--- config.mk ---
export PLATFORM = sky130hd
export DESIGN_NAME = uart_tx_fifo
export DESIGN_NICKNAME = d
export VERILOG_FILES = /design/src/rtl/uart_tx_fifo.sv
export SDC_FILE = /design/constraint.sdc
export NUM_CORES = 1
export LEC_CHECK = 0
export CAP_MARGIN = 10
export CELL_PAD_IN_SITES_DETAIL_PLACEMENT = 1
export CELL_PAD_IN_SITES_GLOBAL_PLACEMENT = 1
export CORE_MARGIN = 5
export CORE_UTILIZATION = 55
export DETAILED_ROUTE_END_ITERATION = 10
export MAX_ROUTING_LAYER = met4
export PLACE_DENSITY_LB_ADDON = 0.05
export SLEW_MARGIN = 20
export SYNTH_ARGS = -nofsm -noshare
export SYNTH_HDL_FRONTEND = slang
export SYNTH_SLANG_ARGS = --single-unit
export TNS_END_PERCENT = 30
--- constraint.sdc ---
create_clock -name clk -period 6.71 [get_ports clk]
set_clock_uncertainty 0.05 [all_clocks]
set_input_delay 1.342 -clock clk [delete_from_list [all_inputs] [get_ports clk]]
set_output_delay 1.342 -clock clk [all_outputs]
set_load 0.01 [all_outputs]
--- src/rtl/uart_tx_fifo.sv ---
// UART transmitter fed by a word-wide FIFO; each word is sent as WORD_BYTES
// back-to-back 8N1 frames, with byte order selected by LSB_FIRST.
module uart_tx_fifo #(
    parameter int unsigned PERIOD     = 868,
    parameter int unsigned DEPTH_LOG2 = 4,
    parameter int unsigned WORD_BYTES = 1,
    parameter int unsigned LSB_FIRST  = 1
) (
    input  logic                    clk,
    input  logic                    rst,
    input  logic [8*WORD_BYTES-1:0] in,
    input  logic                    valid,
    output logic                    ready,
    output logic                    out,
    output logic [DEPTH_LOG2:0]     count,
    output logic                    busy,
    output logic                    overflow
);

    localparam int unsigned DEPTH = 2**DEPTH_LOG2;
    localparam int unsigned WW    = 8*WORD_BYTES;
    localparam int unsigned TW    = (PERIOD > 1) ? $clog2(PERIOD) : 1;
    localparam int unsigned BW    = (WORD_BYTES > 1) ? $clog2(WORD_BYTES) : 1;
    localparam logic [DEPTH_LOG2:0] FULL      = (DEPTH_LOG2+1)'(DEPTH);
    localparam logic [TW-1:0]       T_LAST    = TW'(PERIOD-1);
    localparam logic [BW-1:0]       BYTE_LAST = BW'(WORD_BYTES-1);

    typedef enum logic [1:0] {IDLE, START, DATA, STOP} state_t;

    state_t                  state;
    logic [WW-1:0]           mem [DEPTH];
    logic [DEPTH_LOG2-1:0]   wr_ptr;
    logic [DEPTH_LOG2-1:0]   rd_ptr;
    logic [TW-1:0]           timer;
    logic [2:0]              bit_idx;
    logic [BW-1:0]           byte_idx;
    logic [WW-1:0]           word_reg;
    logic [7:0]              cur_byte;
    logic                    push;
    logic                    pop;
    logic                    bit_end;
    logic                    word_end;

    // Full blocks a push even when a pop happens on the same edge.
    assign ready    = (count != FULL);
    assign push     = valid && ready;
    assign bit_end  = (timer == T_LAST);
    assign word_end = (state == STOP) && bit_end && (byte_idx == BYTE_LAST);
    assign pop      = (count != '0) && ((state == IDLE) || word_end);
    assign busy     = (state != IDLE) || (count != '0);

    // Byte currently on the wire, chosen by byte_idx and the configured order.
    always_comb begin
        cur_byte = '0;
        for (int i = 0; i < int'(WORD_BYTES); i++) begin
            if (byte_idx == BW'(i)) begin
                if (LSB_FIRST != 0)
                    cur_byte = word_reg[i*8 +: 8];
                else
                    cur_byte = word_reg[(int'(WORD_BYTES)-1-i)*8 +: 8];
            end
        end
    end

    always_ff @(posedge clk) begin
        if (push)
            mem[wr_ptr] <= in;
    end

    always_ff @(posedge clk or posedge rst) begin
        if (rst) begin
            wr_ptr   <= '0;
            rd_ptr   <= '0;
            count    <= '0;
            overflow <= 1'b0;
        end else begin
            if (push)
                wr_ptr <= wr_ptr + 1'b1;
            if (pop)
                rd_ptr <= rd_ptr + 1'b1;
            case ({push, pop})
                2'b10:   count <= count + 1'b1;
                2'b01:   count <= count - 1'b1;
                default: count <= count;
            endcase
            if (valid && !ready)
                overflow <= 1'b1;
        end
    end

    // Serializer; out is set to the level of the state being entered.
    always_ff @(posedge clk or posedge rst) begin
        if (rst) begin
            state    <= IDLE;
            out      <= 1'b1;
            timer    <= '0;
            bit_idx  <= '0;
            byte_idx <= '0;
            word_reg <= '0;
        end else begin
            case (state)
                IDLE: begin
                    out   <= 1'b1;
                    timer <= '0;
                    if (pop) begin
                        word_reg <= mem[rd_ptr];
                        byte_idx <= '0;
                        state    <= START;
                        out      <= 1'b0;
                    end
                end
                START: begin
                    timer <= bit_end ? '0 : timer + 1'b1;
                    if (bit_end) begin
                        state   <= DATA;
                        bit_idx <= '0;
                        out     <= cur_byte[0];
                    end
                end
                DATA: begin
                    timer <= bit_end ? '0 : timer + 1'b1;
                    if (bit_end) begin
                        if (bit_idx == 3'd7) begin
                            state   <= STOP;
                            bit_idx <= '0;
                            out     <= 1'b1;
                        end else begin
                            bit_idx <= bit_idx + 1'b1;
                            out     <= cur_byte[bit_idx + 3'd1];
                        end
                    end
                end
                STOP: begin
                    timer <= bit_end ? '0 : timer + 1'b1;
                    if (bit_end) begin
                        if (byte_idx != BYTE_LAST) begin
                            byte_idx <= byte_idx + 1'b1;
                            state    <= START;
                            out      <= 1'b0;
                        end else begin
                            byte_idx <= '0;
                            if (pop) begin
                                word_reg <= mem[rd_ptr];
                                state    <= START;
                                out      <= 1'b0;
                            end else begin
                                state <= IDLE;
                                out   <= 1'b1;
                            end
                        end
                    end
                end
                default: begin
                    state <= IDLE;
                    out   <= 1'b1;
                end
            endcase
        end
    end

endmodule

* After elaboration in Yosys (flattened, before gate mapping)
Memory sizes are Yosys's and may differ from the RTL's.
Cells that the tools add are included.
** Storage, ports and cells
- Bits in registers :: 39
- Memory bits (writable) :: 128
- Input port bits :: 11
- Word-level logic and storage cells :: 89
- Output and inout port bits :: 9
- Memories :: 1
** Memory list
- mem :: depth 16, bits a word 8, rd ports 1, clocked after memory_dff 0, wr ports 1, line 31 : logic [WW-1:0] mem [DEPTH];
** Operators by class
- Bitwise gates (word level) :: 1
- $add $sub $neg :: 7
- Equal/unequal tests :: 14
- Reductions and logical operators :: 20
- $lt $le $gt $ge :: 1
- Mux-type cells :: 35
** Operators by type and width (number)
- two-way mux 8 bit :: 4
- one-hot mux 10 bit (2 select lines) :: 1
- one-hot mux 8 bit (2 select lines) :: 1
- two-way mux 1 bit :: 14
- != test 2 bit (second input constant) :: 6
- AND reduction 3 bit :: 4
- adder 10 x 1 -> 10 bit (second input constant) :: 1
- == test 10 bit (second input constant) :: 1
- two-way mux 10 bit :: 1
- two-way mux 2 bit :: 5
- one-hot mux 5 bit (2 select lines) :: 1
- two-way mux 3 bit :: 3
- adder 4 x 1 -> 4 bit (second input constant) :: 2
- one-hot mux 2 bit (4 select lines) :: 1
- nonzero test 2 bit :: 4
- == test 2 bit (second input constant) :: 3
- one-hot mux 3 bit (2 select lines) :: 1
- adder 5 x 1 -> 5 bit (second input constant) :: 1
- logical AND 1 bit :: 5
- != test 5 bit (second input constant) :: 1
- AND reduction 5 bit :: 1
- nonzero test 5 bit :: 1
- subtractor 5 x 1 -> 5 bit (second input constant) :: 1
- == test 2 x 1 -> 1 bit (second input constant) :: 2
- other kinds (12) :: 13

* Logic depth before layout (Yosys ltp)
Gate-level depths: netlist of the first run.
- Depth in word-level cells :: 9
- Depth in mapped cells :: 14
- Mapped depth without buffers :: 12

* Worst setup path after synthesis of the first run
Ideal clock, no wire load.
- Kind :: input-to-reg
- Start :: input port valid
- End :: register count[4]
- Required time :: 6.566 ns
- Arrival :: 3.302 ns
- Slack :: 3.264 ns
- Library setup time :: 0.094 ns
- Path buffers :: 2
- Stages :: 12
- Cells stage by stage :: inv_1 > a21oi_1 > buf_2 > inv_1 > ha_1 > clkbuf_1 > xor2_1 > ha_1 > nor4_1 > o21ai_0 > a31o_2 > a211oi_1
** Between the ends
- Word-level cells in the longest chain between the ends :: 3
- Elaborated cells between the ends (all ways) :: 5
- Classes of those cells :: eq/ne (2); mux (1); reduce/logical (2)
** Ends and longest elaborated chain
- from (decl) :: line 12 : input logic valid,
- logical AND 1 bit (*) :: line 46 : assign push = valid && ready;
- == test 2 x 1 -> 1 bit / == test 2 bit (equally long branches) :: line 81 : case ({push, pop})
- one-hot mux 5 bit (2 select lines) / nonzero test 2 bit (equally long branches)
- to (signal assigned) :: line 82 : 2'b10: count <= count + 1'b1;
- to (signal assigned) :: line 83 : 2'b01: count <= count - 1'b1;
- to (signal assigned) :: line 84 : default: count <= count;
- to (decl) :: line 15 : output logic [DEPTH_LOG2:0] count,
Mark *: on every way between the ends. The rest lies on a longest branch, timed or not.
A chain may end at the register's enable or synchronous reset.

* Final worst setup path of the first run
- Start :: register count[1]
- End :: output port busy
** Between the ends
- Word-level cells in the longest chain between the ends :: 2
** Ends and longest elaborated chain
- nonzero test 5 bit :: line 50 : assign busy = (state != IDLE) || (count != '0);
- logical OR 1 bit :: line 50
- to (decl) :: line 16 : output logic busy,
Every way passes these cells.

==> out/qor.csv, run 1 <==
metric;value;unit
vias_per_cell;5.96;
via_count;3784;
tns;0;ps
grt_max_degree;39;
synth-adder-area-share;2.49;%
wl_met2;7770;µm
rsz0062_at_grt;no;
cp_slowest_cell;dfrtp_1;
synth-seq-cells;166;
coreArea;0.0126;mm²
ir_drop;0.197;mV
drt-total-wl;14800;µm
layout_commonest_cell;edfxtp_1;
n_antenna_cell;0;
cts_resized;0;
ant_nets;0;
die_x;123;µm
drc;0;
drive_gt1_share;19.9;%
cp-start-kind;flop;
hold_viol_final;0;
fin_ws;2870;ps
h-tree-depth;4;
cts_buffers;17;
whs;431;ps
root_buffer;clkbuf_16;
layout.nets;475;
cp.arrival;2450;ps
outcome;finished, final reports clean;
crit_chain;nor4_2 -> and2_1 -> nand2_1 -> clkdlybuf4s50_1;
ff2ff_path_depth;12;
grt_pass1_vias;4098;
yosysSeqAreaShare;68.0;%
clockBufferDepth;2;
grt_pass1_wl;23700;µm
post_drt_wl_per_cell;23.3;µm
hold_class;flop to flop;
synth_area_per_cell;16.4;µm²
grt_usage;22.5;%
maxCapViolations;0;
worstPathRequired;5320;ps
cp_num_buf_inv;1;
cp_max_fo;11;
port_buffers;19;
post_cts_buffers;0;
synth-simple-area-share;7.46;%
synthMuxAreaShare;13.1;%
setup_violations;0;
dp_hpwl;9810;µm
netlist_area;0.00705;mm²
max_stage_delay;520;ps
total_leakage_power;0.00275;µW
pre_cts_ws;2530;ps
antenna_found_initial;0;
boundaryPins;20;
cp_top_family;simple AND/OR/NAND/NOR gates;
die-area;0.0152;mm²
p_per_area;429;mW/mm²
hold_buffers;0;
firstDrtPassIters;4;
start_util;56.1;%
largest_register_ffs;128;
endpoint_kind;primary output;
slew_headroom;24.9;%
synthCells;429;
final_cell_mix;edfxtp_1 (128), mux4_2 (35), dfrtp_1 (35), nor2_1 (29), nand2_1 (27);
period_needed;3840;ps
grt_overflow_total;0;
met3_length;641;µm
cts.sinks;166;
clk_pin_slew;60;ps
rows;41;
min_path_cells;1;
yosys_warnings;0;
clk_latency;440;ps
stdcell_count;635;
worst_slew_pin_slew;1120;ps
cts_tree;built;
synth_compound_area_share;4.65;%
max_clock_freq;261;MHz
drt_iter0_markers;270;
synth_xor_area_share;2.11;%
routed.top_layer;met4;
synth_top_family_by_area;multiplexers;
path_depth;4;
placed_cells;603;
synth_nets;454;
finalCritPeriodShare;57.2;%
synth_cell_types;46;
wl_met1;6010;µm
area_growth;12.8;%
place_congestion;0.844;
die-height;123;µm
path_class;flop to primary output;
drv_slew;0;
## kinds of logic (layout without fill, tap and decap cells)
| family | count (synthesis) | count (layout) |
|---|---|---|
| multiplexers | 47 | 47 |
| AND/OR/NAND/NOR | 105 | 105 |
| AO/OA/AOI/OAI | 44 | 44 |
| flip-flops | 166 | 166 |
| adder cells (fa/ha/maj) | 14 | 14 |
| buffers and inverters | 36 | 70 |
| XOR/XNOR | 17 | 17 |
## cell usage after synthesis (all sizes together)
cell type | number | area [µm²]
a211oi | 2 | 27.5
a21oi | 3 | 15.0
a22oi | 15 | 113
a311oi | 1 | 8.76
a31o | 1 | 8.76
a31oi | 4 | 31.3
a32o | 2 | 20.0
and2 | 3 | 18.8
and3 | 3 | 18.8
and3b | 1 | 8.76
and4bb | 2 | 25.0
buf | 12 | 60.1
clkbuf | 12 | 46.3
dfrtp | 37 | 926
dfstp | 1 | 26.3
edfxtp | 128 | 3840
ha | 14 | 175
inv | 12 | 45.0
mux2 | 12 | 135
mux4 | 35 | 788
nand2 | 27 | 101
nand2b | 5 | 31.3
nand3 | 8 | 40.0
nand4 | 7 | 43.8
nor2 | 29 | 109
nor2b | 3 | 18.8
nor3 | 9 | 45.0
nor3b | 3 | 22.5
nor4 | 3 | 25.0
nor4b | 2 | 17.5
o211ai | 1 | 7.51
o21a | 1 | 7.51
o21ai | 8 | 40.0
o21ba | 1 | 10.0
o21bai | 1 | 7.51
o22ai | 1 | 6.26
o311a | 1 | 10.0
o31ai | 2 | 15.0
xnor2 | 10 | 87.6
xor2 | 7 | 61.3
## through the flow
step	util, %	cell area [µm²]	total power (µW)
floorplan	-	7050	2220
global placement	58.9	7400	2500
detailed placement	58.9	7400	2550
CTS	63.2	7950	3450
global route	63.2	7950	3610
finish	63.2	7950	3410
## cell type report
type / count / area (µm²)
Sequential cell: 166 / 4800
Fill cell: 1136 / 4620
Multi-Input combinational cell: 227 / 2100
Clock buffer: 17 / 425
Timing Repair Buffer: 26 / 243
Tap cell: 172 / 215
Clock inverter: 15 / 120
Inverter: 12 / 45.0
## metal layers
| metal | GRT usage (%) | up-vias |
|---|---|---|
| li1 | - | 1701 |
| met1 | 28.2 | 1965 |
| met2 | 36.1 | 92 |
| met3 | 5.54 | 26 |
| met4 | 8.51 | 0 |
| met5 | - | - |
## where the power goes
part	internal [µW]	total [µW]	leakage [µW]	switching, µW
Sequential	1280	1460	0.00163	180
Clock	480	896	0.000257	416
Combinational	508	1050	0.000870	538
Total	2270	3410	0.00275	1130
## path summary, 6_finish.rpt
kind / from / endpoint / slack [ps]
max in group asynchronous: rst / rd_ptr[0]$_DFFE_PP0P_ / 4970
hold / removal: overflow$_DFFE_PP0P_ / overflow$_DFFE_PP0P_ / 430
min in group asynchronous: rst / timer[6]$_DFF_PP0_ / 1270
setup reg to reg: state[0]$_DFFE_PP0P_ / count[4]$_DFFE_PP0P_ / 3240
hold reg to reg: overflow$_DFFE_PP0P_ / overflow$_DFFE_PP0P_ / 430
setup / recovery: count[1]$_DFFE_PP0P_ / busy / 2870
Note: power is estimated with default switching activity, not from simulation.
==> inputs of run 2 (changes only) <==
- CORE_UTILIZATION: 55 -> 53
- clock period: 6.71 -> 3.76 ns (I/O delays scaled with it)
==> run 2 against run 1 <==
Power increased by 81%. Hold slack better by 0.58 ps. Count of clock-buffer cells in the layout did not move. Sequential power up 83%. Critical path depth up 8. Clock power increased by 86%. Core utilization shrank 1.9 points. First-iteration DRC count increased by 9.3%. Register-to-register slack worse by 2800 ps. Final cell count grew 2.2%. Largest power group unchanged.
==> out/qor.csv, run 2 (synthesis results as in run 1) <==
metric;value;unit;change
final_util;61.4;%;-1.9 points
largest_register_ffs;128;;unchanged
die-height;125;µm;+1.7%
port_buffers;19;;unchanged
h-tree-depth;4;;unchanged
placed_cells;617;;+2.3%
p_clk_share;27.1;%;+0.8 points
clk_pin_slew;70;ps;about the same
p_sw_share;33.4;%;+0.11 points
post_cts_buffers;0;;unchanged
die_x;125;µm;+1.7%
coreArea;0.0131;mm²;+4.5%
cp.arrival;3600;ps;+1150 ps
met3_usage;5.33;%;-0.20 points
setup_violations;0;;unchanged
cp_max_fo;10;;-1
boundaryPins;20;;unchanged
period_needed;3320;ps;
grt_overflow_total;0;;unchanged
cts_tree;built;;
max_clock_freq;301;MHz;
p_sw;2060;µW;+82%
whs;432;ps;+0.584 ps
cts_resized;0;;unchanged
use_met1;28.5;%;+0.33 points
combPwrFrac;29.6;%;-1.1 points
p_int;4110;µW;+81%
post_drt_wl_per_cell;22.1;µm;-5.3%
drt_iter0_markers;295;;+9.3%
stdcell_count;649;;+2.2%
drt-total-wl;14300;µm;-3.2%
maxCapViolations;0;;unchanged
rsz0062_at_grt;no;;
seq_power_share;43.3;%;+0.3 points
grtUsageMet2;29.1;%;-7.0 points
busiest_layer;met2;;
worstPathRequired;4040;ps;-1280 ps
total_leakage_power;0.00283;µW;+2.9%
ant_nets;0;;unchanged
ir_drop;0.413;mV;+110%
worst_slew_pin_slew;824;ps;-299 ps
area_growth;14.4;%;
hold_buffers;0;;unchanged
clockBufferDepth;2;;unchanged
firstDrtPassIters;4;;unchanged
cts_buffers;17;;unchanged
drive_gt1_share;22.4;%;+2.5 points
start_util;53.6;%;-2.4 points
layout.nets;485;;+2.1%
final_cell_mix;edfxtp_1 (128), mux4_2 (35), dfrtp_1 (35), nor2_1 (29), nand2_1 (27);;
die-area;0.0157;mm²;+3.5%
root_buffer;clkbuf_16;;
drc;0;;unchanged
hold_viol_final;0;;unchanged
outcome;finished, final reports clean;;
p_total;6170;µW;+81%
n_antenna_cell;0;;unchanged
min_path_cells;1;;unchanged
place_congestion;0.796;;-5.6%
path_class;flop to flop;;
grt_max_degree;39;;unchanged
vias_per_cell;5.89;;-1.1%
rows;42;;+2.4%
cp-start-kind;flop;;
ff2ff_path_depth;12;;unchanged
layout_commonest_cell;edfxtp_1;;
via_count;3825;;+1.1%
tns;0;ps;unchanged
grt_pass1_vias;4033;;-1.6%
clk_latency;430;ps;about the same
dp_hpwl;9610;µm;-2.1%
grt_pass1_wl;23000;µm;-3.0%
finalCritPeriodShare;88.2;%;
antenna_found_initial;0;;unchanged
drv_slew;0;;unchanged
cts.sinks;166;;unchanged
endpoint_kind;flop;;
p_per_area;765;mW/mm²;+79%
hold_class;flop to flop;;
grt_usage;20.1;%;-2.4 points
slew_headroom;45.1;%;+20 points
[run 2: cell types whose count changed in the layout (fill, tap and decap cells not counted)]
| cell | change |
|---|---|
| buf_4 | +10 |
| clkinv_2 | +1 |
| clkinvlp_4 | -2 |
| clkinv_8 | +2 |
| clkinv_1 | -4 |
| inv_6 | +2 |
| inv_8 | +1 |
[run 2: power by group through the flow]
| stage | sequential (µW) | clock, µW | combinational, µW |
|---|---|---|---|
| floorplan | 2460 | 0 | 1500 |
| global placement | 2690 | 0 | 1780 |
| detailed placement | 2720 | 0 | 1830 |
| CTS | 2690 | 1710 | 1850 |
| global route | 2730 | 1820 | 1980 |
| finish | 2670 | 1670 | 1820 |
[run 2: area by class of cell]
type | count | area (µm²)
inverters | 12 | 45.0
clock buffers | 17 | 425
clock inverters | 15 | 156
flip-flops and latches | 166 | 4800
fillers | 1182 | 5070
well taps | 176 | 220
repair buffers | 36 | 318
multi-input cells | 227 | 2100
[run 2: through the flow]
stage	cell area [µm²]	setup WS, ps
floorplan	7050	803
global placement	7480	507
detailed placement	7480	368
CTS	8060	450
global route	8060	167
finish	8060	442
[run 2: critical path: stages (launching register included)]
cell,delay (ps)
dfrtp_1,420
ha_1,270
and4bb_2,280
a31oi_2,180
nor2_1,350
ha_1,430
xor2_1,190
ha_1,270
nand2_1,70
o21ai_0,170
nand2_1,100
a31o_2,260
a211oi_1,180
[run 2: final timing paths]
path | startpoint | endpoint | slack (ps)
worst max-delay path | state[0]$_DFFE_PP0P_ | count[4]$_DFFE_PP0P_ | 440
worst min-delay path | overflow$_DFFE_PP0P_ | overflow$_DFFE_PP0P_ | 430
worst max register to register | state[0]$_DFFE_PP0P_ | count[4]$_DFFE_PP0P_ | 440
worst min register to register | overflow$_DFFE_PP0P_ | overflow$_DFFE_PP0P_ | 430
max in group asynchronous | rst | out$_DFFE_PP1P_ | 2570
min in group asynchronous | rst | state[1]$_DFFE_PP0P_ | 710
[run 2: metal layers]
metal  wire length (µm)  share of wire (%)
met4                159                1.1
met1               6630                 46
met5                  0                  0
met2               7010                 49
met3                515                3.6
